**src/rtl/lfsr_share_arb.sv**
```systemverilog
// Two-requester round-robin arbiter sharing one XNOR LFSR (x^6+x^5+1).
// A granted requester receives a burst of len+1 words, each STEP LFSR steps apart.
module lfsr_share_arb #(
  parameter int STEP = 3
) (
  input  logic       clk,
  input  logic       reset,
  input  logic       seed_load,
  input  logic [5:0] seed,
  input  logic [1:0] req,
  input  logic [3:0] len0,
  input  logic [3:0] len1,
  output logic [1:0] gnt,
  output logic [5:0] y,
  output logic       y_valid,
  output logic       busy,
  output logic       done
);

  typedef enum logic {IDLE, BURST} state_t;

  state_t     state, state_n;
  logic [5:0] lfsr, lfsr_n, y_n;
  logic [3:0] cnt, cnt_n;
  logic [1:0] gnt_n;
  logic       y_valid_n, busy_n, done_n;
  logic       ptr, ptr_n, win;
  logic [5:0] lfsr_adv;

  // STEP single steps unrolled into one combinational word advance
  function automatic logic [5:0] adv(input logic [5:0] v);
    logic [5:0] r;
    r = v;
    for (int i = 0; i < STEP; i++) r = {r[4:0], r[5] ~^ r[4]};
    return r;
  endfunction

  assign lfsr_adv = adv(lfsr);

  always_ff @(posedge clk or negedge reset) begin
    if (!reset) begin
      state   <= IDLE;
      lfsr    <= 6'h00;
      y       <= 6'h00;
      cnt     <= 4'h0;
      gnt     <= 2'b00;
      y_valid <= 1'b0;
      busy    <= 1'b0;
      done    <= 1'b0;
      ptr     <= 1'b0;
    end else begin
      state   <= state_n;
      lfsr    <= lfsr_n;
      y       <= y_n;
      cnt     <= cnt_n;
      gnt     <= gnt_n;
      y_valid <= y_valid_n;
      busy    <= busy_n;
      done    <= done_n;
      ptr     <= ptr_n;
    end
  end

  always_comb begin
    state_n   = state;
    lfsr_n    = lfsr;
    y_n       = y;
    cnt_n     = cnt;
    gnt_n     = gnt;
    y_valid_n = 1'b0;
    busy_n    = busy;
    done_n    = 1'b0;
    ptr_n     = ptr;
    win       = (req == 2'b11) ? ptr : req[1];
    case (state)
      IDLE: begin
        // the all-ones lockup state can only arrive via seed, so filter it here
        if (seed_load) begin
          lfsr_n = (seed == 6'h3F) ? 6'h00 : seed;
        end else if (req != 2'b00) begin
          state_n   = BURST;
          gnt_n     = win ? 2'b10 : 2'b01;
          cnt_n     = win ? len1 : len0;
          lfsr_n    = lfsr_adv;
          y_n       = lfsr_adv;
          y_valid_n = 1'b1;
          busy_n    = 1'b1;
          ptr_n     = ~win;
        end
      end
      BURST: begin
        if (cnt != 4'h0) begin
          lfsr_n    = lfsr_adv;
          y_n       = lfsr_adv;
          y_valid_n = 1'b1;
          cnt_n     = cnt - 4'h1;
        end else begin
          state_n = IDLE;
          gnt_n   = 2'b00;
          busy_n  = 1'b0;
          done_n  = 1'b1;
        end
      end
      default: state_n = IDLE;
    endcase
  end

endmodule

```
**config.mk**
```make
export PLATFORM = sky130hd
export DESIGN_NAME = lfsr_share_arb
export DESIGN_NICKNAME = d
export VERILOG_FILES = /design/src/rtl/lfsr_share_arb.sv
export SDC_FILE = /design/constraint.sdc
export NUM_CORES = 1
export LEC_CHECK = 0
export ABC_AREA = 1
export CAP_MARGIN = 40
export CORE_AREA = 2 2 66 43
export DETAILED_ROUTE_END_ITERATION = 6
export DIE_AREA = 0 0 68 45
export GPL_ROUTABILITY_DRIVEN = 1
export GPL_TIMING_DRIVEN = 0
export PLACE_DENSITY = 0.81
export SYNTH_ARGS = -nofsm -noshare
export SYNTH_HDL_FRONTEND = slang
export SYNTH_SLANG_ARGS = --single-unit
```
**constraint.sdc**
```tcl
create_clock -name clk -period 2.1 [get_ports clk]
set_input_delay 0.21 -clock clk [delete_from_list [all_inputs] [get_ports clk]]
set_output_delay 0.21 -clock clk [all_outputs]
set_load 0.02 [all_outputs]
```
==> out/metrics.json <==
{
  "setup_path": {
    "path_class": "reg2reg",
    "timing.critical_path.from_type": "register",
    "crit_required_ns": 2.27,
    "cp_data_arrival_time_ns": 1.71,
    "crit_fanout": 10,
    "worstSetupEndpointType": "register"
  },
  "finish": {
    "finish.cell_count_without_fillers": 221,
    "fillers": 200,
    "fin_util": 0.660,
    "area_added_between_synthesis_and_finish_pct": 32.0,
    "nets": 211,
    "antennaDiodeCount": 0,
    "postLayoutCellArea_um2": 1600,
    "drive_gt1_frac": 0.0899
  },
  "sta": {
    "tightestPinTransition_ns": 0.407,
    "finalCriticalPeriod_ns": 1.54,
    "timing.final.max_slew_violations": 0,
    "setup_failing_eps_final": 0,
    "clock-skew-final_ns": 0.00475,
    "relSlewSlack": 0.728,
    "layout_worst_path_cycle_share": 0.736,
    "fmax_mhz": 647,
    "fin_setup_tns_ns": 0,
    "final_hold_violations": 0,
    "grt_setup_unrepaired": "false"
  },
  "cts": {
    "deepest_level_of_the_cts_h_tree": 1,
    "cts.root.buffer_cell": "sky130_fd_sc_hd__clkbuf_8",
    "post_cts_buffers": 0,
    "cts_num_sinks": 22,
    "cts.clk_slew.worst_paths_ns": 0.07,
    "cts_max_path_buffers": 2,
    "cts_hold_buf": 0,
    "cts_inserted_buffers": 3,
    "tritoncts": "done",
    "ctsResizeCount": 0,
    "clock_insertion_delay_at_the_later_pin_of_the_skew_report_ns": 0.26
  },
  "yosys": {
    "syn-mean-instance-area_um2": 7.75,
    "synthesis.nets": 176,
    "syn_inst": 156,
    "yosys_warning_count": 0,
    "synth_seq_area_share": 0.455,
    "mappedNetlistArea_um2": 1210,
    "synth.lib_cells_used.distinct": 19,
    "synth_seq_cells": 22
  },
  "power": {
    "swShare": 0.449,
    "totalPowerFinal_uw": 2470,
    "internal_power_uw": 1360,
    "max-vdd-ir-drop_mv": 0.886,
    "p_comb_frac": 0.581,
    "power_frac_clock": 0.102,
    "netSwitchingPower_uw": 1110,
    "pwr_density_cell_nw_per_um2": 1550,
    "total_leakage_power_uw": 0.000812,
    "sequentialPowerShare": 0.317
  },
  "detailed_routing": {
    "detailedRoute.firstIterationViolations": 35,
    "routed-via-count": 1115,
    "drt-total-wl_um": 2880,
    "detailedRoute.firstPassIterationCount": 4,
    "remaining_drc_errors": 0,
    "route.detailed.wl_per_inst_um": 13.0,
    "ant_nets": 0,
    "routed_via_density": 5.05
  },
  "grt": {
    "grt_remaining_overflow": 0,
    "global_route.usage.total": 0.218,
    "global_route_wire_length_before_repair_um": 4810,
    "first_global_vias": 1111,
    "grt_max_degree": 15,
    "grt_antenna_before_repair": 0
  },
  "floorplanning": {
    "floorplan.rows": 14,
    "dieArea_um2": 3060,
    "dieWidth_um": 68,
    "io_pins": 30,
    "core_region_area_um2": 2420,
    "floorplan.initialDensity": 0.500,
    "vertical_extent_of_the_die_um": 45
  },
  "placement": {
    "place.gp.congestion": 0.909,
    "postPlaceCellArea_um2": 1550,
    "numPortBuffers": 29,
    "dpl.hpwl_um": 2290,
    "placedCellCount": 218
  },
  "min_path": {
    "hp-class": "in2async"
  },
  "status": {
    "status": "finished clean"
  },
  "job": {
    "cap_violations": 0
  }
}
through the flow:
stage | setup WS (ns) | hold slack (ns)
2_1_floorplan | 0.765 | -0.0856
3_3_place_gp | 0.495 | 0.457
3_5_place_dp | 0.441 | 0.467
4_1_cts | 0.546 | 0.256
5_1_grt | 0.375 | 0.259
6_report | 0.555 | 0.248
path summary, 6_finish.rpt:
check / to / startpoint / depth (start not counted) / slack [ns]
max in group asynchronous: lfsr[0]$_DFFE_PN0P_ / reset / 2 / 1.42
min in group clk: gnt[0]$_DFFE_PN0P_ / gnt[0]$_DFFE_PN0P_ / 2 / 0.48
worst max-delay path: cnt[0]$_DFFE_PN0P_ / cnt[0]$_DFFE_PN0P_ / 7 / 0.56
worst max register to register: cnt[0]$_DFFE_PN0P_ / cnt[0]$_DFFE_PN0P_ / 7 / 0.56
worst min-delay path: state$_DFF_PN0_ / reset / 1 / 0.25
worst min register to register: gnt[0]$_DFFE_PN0P_ / gnt[0]$_DFFE_PN0P_ / 2 / 0.48
layer usage:
| metal | up-vias | share of wire | track usage |
|---|---|---|---|
| met1 | 501 | 0.46 | 0.285 |
| met2 | 39 | 0.45 | 0.351 |
| met4 | 0 | 0.020 | 0.0800 |
| li1 | 569 | - | - |
| met3 | 6 | 0.064 | 0.0599 |
| met5 | - | 0 | 0 |
cells in the final DEF (no fill, tap or decap), types with 2 or more instances in the layout:
cell type                         instances
sky130_fd_sc_hd__buf_6                    3
sky130_fd_sc_hd__clkbuf_8                 3
sky130_fd_sc_hd__clkdlybuf4s50_1         29
sky130_fd_sc_hd__dfrtp_1                 22
sky130_fd_sc_hd__inv_1                   11
sky130_fd_sc_hd__inv_2                    2
sky130_fd_sc_hd__nand2_1                 69
sky130_fd_sc_hd__nand2_2                  2
sky130_fd_sc_hd__nand2_4                  2
sky130_fd_sc_hd__nand3_1                 25
sky130_fd_sc_hd__nand4_1                  4
sky130_fd_sc_hd__nor2_1                   2
sky130_fd_sc_hd__o21ai_0                  4
sky130_fd_sc_hd__xnor2_1                  3
critical path, stage by stage (launching register included):
cell and delay, ns:
sky130_fd_sc_hd__dfrtp_1 0.36, sky130_fd_sc_hd__inv_1 0.13, sky130_fd_sc_hd__ha_1 0.23, sky130_fd_sc_hd__nand3_1 0.11, sky130_fd_sc_hd__nand2_2 0.19, sky130_fd_sc_hd__nand2_4 0.09, sky130_fd_sc_hd__buf_6 0.15, sky130_fd_sc_hd__o21ai_0 0.18
synthesized netlist by cell type, drive strengths merged:
master / count / area [um2]
o211ai: 1 / 7.51
dfrtp: 22 / 551
or2: 1 / 6.26
xnor2: 3 / 26.3
nor2: 3 / 18.8
buf: 3 / 33.8
ha: 1 / 12.5
nand3: 26 / 143
nand2: 73 / 294
inv: 14 / 55.1
nand4: 4 / 25.0
o21ai: 5 / 36.3
flip-flops by register name, indices dropped and copies added (netlist names):
register  flops
lfsr          6
gnt           2
y             6
state         1
done          1
cnt           4
busy          1
ptr           1
power by group through the flow:
stage | Sequential (uW) | Combinational (uW) | Clock, uW
2_1_floorplan | 883 | 848 | 0
3_3_place_gp | 775 | 1370 | 0
3_5_place_dp | 790 | 1430 | 0
4_1_cts | 783 | 1440 | 258
5_1_grt | 802 | 1610 | 288
6_report | 782 | 1430 | 251
cells by family after synthesis:
logic type | count (synthesis) | share of synthesized area
flops | 22 | 0.455
xor+xnor | 3 | 0.0217
buf+inv | 17 | 0.0735
simple gates | 107 | 0.403
compound gates | 6 | 0.0362
fa+ha+maj | 1 | 0.0104
area by class of cell:
cell class	instances	area (um2)	share of cell area
plain buffers	3	33.8	0.0212
well taps	32	40.0	0.0251
repair buffers	30	305	0.191
clock buffers	3	41.3	0.0259
flip-flops and latches	22	551	0.345
inverters	14	55.1	0.0345
multi-input cells	117	569	0.357
No activity file was read; power rests on OpenSTA's default activity.
